### src/rtl/prbs_rx_checker_popcount.sv
// rtl/prbs_rx_checker_popcount.sv - combinational adder-tree popcount
// Leaves are padded to a power of two; node k sums nodes 2k and 2k+1.
module prbs_rx_checker_popcount #(
  parameter int W  = 16,
  parameter int OW = $clog2(W + 1)
) (
  input  logic [W-1:0]  data,
  output logic [OW-1:0] count
);

  localparam int P = (W <= 1) ? 1 : (1 << $clog2(W));

  logic [OW-1:0] node [1:2*P-1];

  always_comb begin
    node = '{default: '0};
    for (int i = 0; i < W; i++) begin
      node[P+i] = OW'(data[i]);
    end
    for (int k = P - 1; k >= 1; k--) begin
      node[k] = node[2*k] + node[2*k+1];
    end
    count = node[1];
  end

endmodule

### config.mk
export PLATFORM = sky130hd
export DESIGN_NAME = prbs_rx_checker_popcount
export DESIGN_NICKNAME = d
export VERILOG_FILES = /design/src/rtl/prbs_rx_checker_popcount.sv
export SDC_FILE = /design/constraint.sdc
export NUM_CORES = 1
export LEC_CHECK = 0
export CAP_MARGIN = 20
export CORE_AREA = 2 2 39 41
export DETAILED_ROUTE_END_ITERATION = 10
export DIE_AREA = 0 0 41 43
export GPL_ROUTABILITY_DRIVEN = 0
export GPL_TIMING_DRIVEN = 0
export PLACE_DENSITY = 0.71
export SYNTH_ARGS = -nofsm -noshare
export SYNTH_HDL_FRONTEND = slang
export SYNTH_SLANG_ARGS = --single-unit
### constraint.sdc
create_clock -name vclk -period 10.9
set_clock_uncertainty 0.1 [all_clocks]
set_input_delay 2.18 -clock vclk [all_inputs]
set_output_delay 2.18 -clock vclk [all_outputs]
set_load 0.02 [all_outputs]
==> impl_metrics.csv, run 1 <==
group,metric,value,unit
drt,drt_iter0_drc,1,
yosys,synth_fp_nets,78,
yosys,yosysMostFrequentCell,"inv_1",
floorplanning,dieArea,0.001763,mm^2
global_route,grt_pass1_vias,298,
worst_setup_path,crit_slowest_cell,"clkdlybuf4s50_1",
yosys,yosysUniqueCellTypes,8,
clock_tree,hold_buffers,0,
layout,clockBufferCount,0,
worst_setup_path,worstSetupStartpointType,"primary input",
layout,seq_cell_count,0,
layout,nNetsFinal,101,
global_route,grt_use_total,0.07490,
job,drv_cap,0,
worst_setup_path,required,8.62,ns
place,io_buffers,21,
worst_setup_path,worst-path-buf-inv,5,
worst_setup_path,crit_chain,"clkdlybuf4s50_1 > inv_1 > fa_1 > fa_1 > fa_1 > fa_1 > inv_1 > ha_1 > inv_1 > fa_1 > nor2b_1 > o21a_1 > clkdlybuf4s50_1",
sta,worstMarginPinSlew,0.2179,ns
worst_setup_path,critPathTopFamily,"adder cells",
floorplanning,core_area,0.001384,mm^2
sta,finalCriticalPeriod,8.479,ns
min_path,hold_depth,3,
drt,drtPass1Iterations,2,
drt,drc_errors,0,
drt,drt_wl_total,583,um
sta,hold_violations,0,
yosys,yosys_warnings,0,
worst_setup_path,worstSetupPathType,"primary input to output pin",
yosys,synth_seq_area_share,0,
layout,layoutNonFillerInstCount,84,
global_route,antenna_found_initial,0,
yosys,netlist_top_cells_area,"fa_1 49%, inv_1 24%, ha_1 15%, xnor2_1 4.3%, a21oi_2 2.1%",
layout,fillers,147,
sta,rsz0062_at_grt,"no",
sta,slew-limit-headroom,0.8543,
global_route,grt_pass1_wl,993,um
sta,post-route-period-util,0.7778,
floorplanning,die_h,43,um
layout,seqCellArea,0,um^2
worst_setup_path,crit_top_cell,"fa_1",
sta,slew_violations,0,
drt,ant_nets,0,
worst_setup_path,crit_cells,13,
clock_tree,cts_setup_buffers,0,
drt,wl_per_cell,6.940,um
yosys,synth.avg_cell_area,8.679,um^2
worst_setup_path,arrival,6.20,ns
worst_setup_path,crit_fanout,2,
global_route,grt_max_degree,4,
clock_tree,cts.repair.resized,0,
layout,antenna-diode-count,0,
floorplanning,pin_count,21,
yosys,syn_area,407.9,um^2
yosys,synth_top_area_cell,"fa_1",
layout,syn_to_final_growth,56.44,%
layout,drive_gt1_frac,0.01471,
worst_setup_path,cp-end-kind,"output pin",
worst_setup_path,slowest_delay,0.59,ns
outcome,outcome,"finished clean",
floorplanning,die_x,41,um
yosys,synth_top_area_share,0.4908,
min_path,min_path_type,"primary input to output pin",
place,dpl.hpwl,600.3,um
power_and_ir_drop,power.density,210.5,mW/mm^2
drt,vias_per_cell,3.940,
yosys,synth_common_cells,"26 x inv_1, 10 x fa_1, 5 x ha_1",
floorplanning,start_util,0.2948,
layout,multi_input_area,310.3,um^2
sta,tns,0,ns
global_route,grt-ovfl-total,0,
yosys,synth_cells,47,
sta,fmax,117.9,MHz
power_and_ir_drop,irDropWorstVdd,106.9,uV
sta,finalSetupViolCount,0,
floorplanning,rows,14,
place,placed_cells,84,
drt,vias,331,
power_and_ir_drop,total_leakage_power,0.3482,nW
[through the flow]
step                      hold WS [ns]  total power [mW]  cell area, um^2  setup slack, ns    util
final                            5.439            0.1343            638.1            2.422  0.4611
after global placement           5.429            0.1349            638.1            2.417  0.4611
after CTS                        5.443            0.1378            638.1            2.385  0.4611
after detailed placement         5.448            0.1377            638.1            2.391  0.4611
after global routing             5.483            0.1492            638.1            2.238  0.4611
after floorplan                  4.470           0.08707            407.9            3.394       -
[cell families after synthesis]
kind of cell	share of synthesized area
compound gates	0.05830
xor+xnor	0.04295
fa+ha+maj	0.6442
buf+inv	0.2393
simple gates	0.01535
[final cells by class]
cell class / instances / share of cell area
Timing Repair Buffer: 21 / 0.3294
Inverter: 26 / 0.1529
Multi-Input combinational cell: 21 / 0.4863
Tap cell: 16 / 0.03137
[worst min-delay path, cell delays in order]
cell,delay [ns]
clkdlybuf4s50_1,0.46
ha_1,0.13
clkdlybuf4s50_1,0.59
[cell usage in the layout (no fill, tap or decap)]
cell,n
inv_1,26
clkdlybuf4s50_1,21
fa_1,10
ha_1,5
xnor2_1,2
a21o_1,1
a21oi_2,1
nor2b_1,1
o21a_1,1
[report_power, final]
group / internal, mW / switching (mW)
registers: 0 / 0
logic: 0.0689 / 0.0654
clock network: 0 / 0
[final timing paths]
check / start / endpoint / slack (ns)
max: data[0] / count[4] / 2.42
min: data[2] / count[0] / 5.44
[per-layer routing]
metal	GRT usage	up-vias	routed length, um
met5	0	-	0
met4	0	0	0
met3	0	0	35
met2	0.1500	10	321
met1	0.08581	156	226
li1	-	165	-
Note: power is estimated with default switching activity, not from simulation.
==> run 2: changes to the inputs <==
--- a/config.mk
+++ b/config.mk
@@ -11,7 +11,7 @@
 export DIE_AREA = 0 0 41 43
 export GPL_ROUTABILITY_DRIVEN = 0
 export GPL_TIMING_DRIVEN = 0
-export PLACE_DENSITY = 0.71
+export PLACE_DENSITY = 0.73
 export SYNTH_ARGS = -nofsm -noshare
 export SYNTH_HDL_FRONTEND = slang
 export SYNTH_SLANG_ARGS = --single-unit
==> constraint.sdc (replaced) <==
create_clock -name vclk -period 7.75
set_clock_uncertainty 0.1 [all_clocks]
set_input_delay 1.55 -clock vclk [all_inputs]
set_output_delay 1.55 -clock vclk [all_outputs]
set_load 0.02 [all_outputs]
==> impl_metrics.csv, run 2 (synthesis gave the netlist of run 1 again) <==
group,metric,value,unit
sta,hold_violations,0,
clock_tree,cts.repair.resized,0,
layout,clockBufferCount,0,
floorplanning,pin_count,21,
clock_tree,hold_buffers,0,
sta,fmax,137.6,MHz
power_and_ir_drop,total_leakage_power,0.3482,nW
outcome,outcome,"finished clean",
layout,fillers,140,
worst_setup_path,cp-end-kind,"output pin",
layout,seqCellArea,0,um^2
sta,post-route-period-util,0.9376,
place,dpl.hpwl,628.5,um
drt,vias,332,
clock_tree,cts_setup_buffers,0,
global_route,grt.busiest_layer,"met2",
global_route,grt_use_met3,0,
layout,drive_gt1_frac,0.01471,
worst_setup_path,arrival,5.62,ns
sta,tns,0,ns
global_route,grt_pass1_wl,1.097,mm
layout,final_cell_mix,"26 x inv_1, 21 x clkdlybuf4s50_1, 10 x fa_1, 5 x ha_1, 2 x xnor2_1",
layout,seq_cell_count,0,
power_and_ir_drop,power.density,298.2,mW/mm^2
layout,antenna-diode-count,0,
drt,drt_wl_total,618,um
drt,drt_iter0_drc,0,
floorplanning,die_h,43,um
global_route,use_met1,0.08638,
floorplanning,core_area,0.001384,mm^2
sta,finalSetupViolCount,0,
min_path,min_path_type,"primary input to output pin",
drt,wl_per_cell,7.357,um
worst_setup_path,required,6.10,ns
worst_setup_path,crit_fanout,2,
sta,worstMarginPinSlew,0.2186,ns
job,drv_cap,0,
layout,mostFrequentLayoutCell,"inv_1",
layout,nNetsFinal,101,
drt,ant_nets,0,
place,io_buffers,21,
drt,drc_errors,0,
sta,slew_violations,0,
power_and_ir_drop,irDropWorstVdd,195.1,uV
floorplanning,dieArea,0.001763,mm^2
global_route,grt_pass1_vias,335,
floorplanning,start_util,0.2948,
drt,drtPass1Iterations,1,
worst_setup_path,worstSetupStartpointType,"primary input",
layout,final_area,638.1,um^2
global_route,grt-ovfl-total,0,
global_route,antenna_found_initial,0,
sta,slew-limit-headroom,0.8538,
worst_setup_path,worstSetupPathType,"primary input to output pin",
layout,syn_to_final_growth,56.44,%
place,postPlaceCellArea,638.1,um^2
drt,vias_per_cell,3.952,
global_route,grt_max_degree,4,
sta,rsz0062_at_grt,"no",
global_route,grt_use_total,0.08316,
sta,finalCriticalPeriod,7.266,ns
floorplanning,die_x,41,um
global_route,met2_usage,0.1750,
floorplanning,rows,14,
-- run 2: per-layer routing --
metal | vias up | wire length, um
met5 | - | 0
met4 | 0 | 0
met3 | 0 | 51
met2 | 11 | 355
met1 | 156 | 211
li1 | 165 | -
-- run 2: power by group --
part	internal [mW]	total (mW)	switching, mW	leakage [nW]
clock network	0	0	0	0
logic	0.0971	0.190	0.0932	0.348
registers	0	0	0	0
total	0.0971	0.190	0.0932	0.348
-- run 2: final cells by class --
cell class | count | area (um^2) | share of cell area
multi-input combinational | 21 | 310.3 | 0.4863
timing repair buffer | 21 | 210.2 | 0.3294
tap | 16 | 20.02 | 0.03137
inverter | 26 | 97.59 | 0.1529
-- run 2: worst max-delay path, stage by stage --
cell	delay, ns
clkdlybuf4s50_1	0.45
inv_1	0.05
fa_1	0.56
fa_1	0.44
fa_1	0.53
fa_1	0.40
inv_1	0.06
ha_1	0.16
inv_1	0.06
fa_1	0.45
nor2b_1	0.16
o21a_1	0.13
clkdlybuf4s50_1	0.59
-- run 2: per-stage QoR --
stage	power (mW)	worst slack, ns	util	instances	hold WS [ns]
final	0.1903	0.4838	0.4611	84	4.173
after global placement	0.1896	0.5183	0.4611	84	4.168
after CTS	0.1952	0.4553	0.4611	84	4.182
after detailed placement	0.1943	0.4688	0.4611	84	4.180
after global routing	0.2157	0.2684	0.4611	84	4.235
after floorplan	0.1225	1.504	-	47	3.210
-- run 2: worst paths after layout --
check	start	to	slack, ns	cells after the start
worst min-delay path	data[2]	count[0]	4.17	3
worst max-delay path	data[0]	count[4]	0.48	13
==> run 3: changes to the inputs <==
--- a/config.mk
+++ b/config.mk
@@ -6,12 +6,13 @@
 export NUM_CORES = 1
 export LEC_CHECK = 0
 export CAP_MARGIN = 20
-export CORE_AREA = 2 2 39 41
+export CELL_PAD_IN_SITES_DETAIL_PLACEMENT = 1
+export CELL_PAD_IN_SITES_GLOBAL_PLACEMENT = 1
+export CORE_UTILIZATION = 30
 export DETAILED_ROUTE_END_ITERATION = 10
-export DIE_AREA = 0 0 41 43
 export GPL_ROUTABILITY_DRIVEN = 0
 export GPL_TIMING_DRIVEN = 0
-export PLACE_DENSITY = 0.73
+export PLACE_DENSITY = 0.91
 export SYNTH_ARGS = -nofsm -noshare
 export SYNTH_HDL_FRONTEND = slang
 export SYNTH_SLANG_ARGS = --single-unit
==> constraint.sdc (replaced) <==
create_clock -name vclk -period 8
set_clock_uncertainty 0.1 [all_clocks]
set_input_delay 1.6 -clock vclk [all_inputs]
set_output_delay 1.6 -clock vclk [all_outputs]
set_load 0.02 [all_outputs]
==> impl_metrics.csv, run 3 (synthesis gave the netlist of run 1 again) <==
group,metric,value,unit
outcome,outcome,"finished clean",
sta,worstMarginPinSlew,0.2136,ns
worst_setup_path,arrival,5.63,ns
drt,drtPass1Iterations,1,
sta,rsz0062_at_grt,"no",
floorplanning,start_util,0.3439,
sta,post-route-period-util,0.9159,
global_route,grt-ovfl-total,0,
min_path,min_path_type,"primary input to output pin",
drt,vias_per_cell,4.110,
sta,tns,0,ns
layout,antenna-diode-count,0,
drt,wl_per_cell,9.427,um
worst_setup_path,required,6.30,ns
layout,seqCellArea,0,um^2
sta,finalCriticalPeriod,7.327,ns
layout,fillers,155,
layout,nNetsFinal,101,
sta,finalSetupViolCount,0,
power_and_ir_drop,power.density,296.4,mW/mm^2
floorplanning,dieArea,0.001511,mm^2
power_and_ir_drop,total_leakage_power,0.3482,nW
sta,slew-limit-headroom,0.8572,
worst_setup_path,critical_path.startpoint,"data[0]",
global_route,grt_pass1_wl,1.400,mm
sta,fmax,136.5,MHz
floorplanning,core_area,0.001186,mm^2
floorplanning,rows,12,
layout,final_cell_mix,"26 x inv_1, 21 x clkdlybuf4s50_1, 10 x fa_1, 5 x ha_1, 2 x xnor2_1",
min_path,hp-start,"data[2]",
sta,slew_violations,0,
worst_setup_path,worstSetupStartpointType,"primary input",
global_route,grt_pass1_vias,352,
floorplanning,die_h,38.88,um
layout,seq_cell_count,0,
global_route,grt_use_total,0.1342,
worst_setup_path,cp-end-kind,"output pin",
layout,mostFrequentLayoutCell,"inv_1",
place,io_buffers,21,
floorplanning,die_x,38.88,um
global_route,grt_max_degree,4,
job,drv_cap,0,
floorplanning,pin_count,21,
global_route,antenna_found_initial,0,
sta,hold_violations,0,
layout,drive_gt1_frac,0.01471,
worst_setup_path,critPathCapture,"count[4]",
power_and_ir_drop,irDropWorstVdd,221.4,uV
worst_setup_path,crit_fanout,2,
drt,drt_wl_total,773,um
drt,ant_nets,0,
layout,clockBufferCount,0,
layout,syn_to_final_growth,55.83,%
place,dpl.hpwl,756.9,um
drt,drt_iter0_drc,0,
drt,vias,337,
clock_tree,cts.repair.resized,0,
power_and_ir_drop,power,0.1884,mW
clock_tree,cts_setup_buffers,0,
worst_setup_path,worstSetupPathType,"primary input to output pin",
clock_tree,hold_buffers,0,
drt,drc_errors,0,
[run 3: cell counts in the layout (fill, tap and decap cells not counted)]
No cell type changed its count.
[run 3: worst min-delay path by stage]
stage | end | cells past startpoint
floorplan | count[0] | 1
global placement | count[0] | 3
detailed placement | count[0] | 3
CTS | count[0] | 3
global route | count[0] | 3
finish | count[0] | 3
[run 3: stage by stage]
stage	hold WS (ns)	util	instances	area, um^2	worst slack [ns]
global placement	4.269	0.5359	82	635.6	0.6632
floorplan	3.310	-	47	407.9	1.654
finish	4.276	0.5359	82	635.6	0.6727
global route	4.310	0.5359	82	635.6	0.4625
CTS	4.284	0.5359	82	635.6	0.6306
detailed placement	4.290	0.5359	82	635.6	0.6509
[run 3: cell type report]
type	count	area, um^2	area share
inverters	26	97.59	0.1535
multi-input cells	21	310.3	0.4882
well taps	14	17.52	0.02756
repair buffers	21	210.2	0.3307
[run 3: power by group]
part | total [mW] | switching, mW | internal (mW) | leakage [nW]
logic | 0.188 | 0.0935 | 0.0948 | 0.348
registers | 0 | 0 | 0 | 0
clock network | 0 | 0 | 0 | 0
total | 0.188 | 0.0935 | 0.0948 | 0.348
[run 3: critical path: stages]
cell             delay [ns]
clkdlybuf4s50_1        0.45
inv_1                  0.05
fa_1                   0.57
fa_1                   0.45
fa_1                   0.53
fa_1                   0.40
inv_1                  0.06
ha_1                   0.16
inv_1                  0.06
fa_1                   0.45
nor2b_1                0.13
o21a_1                 0.11
clkdlybuf4s50_1        0.59
[run 3: layer usage]
layer | track usage | up-vias | share of wire
met5 | 0 | - | 0
met4 | 0 | 0 | 0
met3 | 0 | 0 | 0.050
met2 | 0.3000 | 15 | 0.60
met1 | 0.1403 | 157 | 0.35
li1 | - | 165 | -
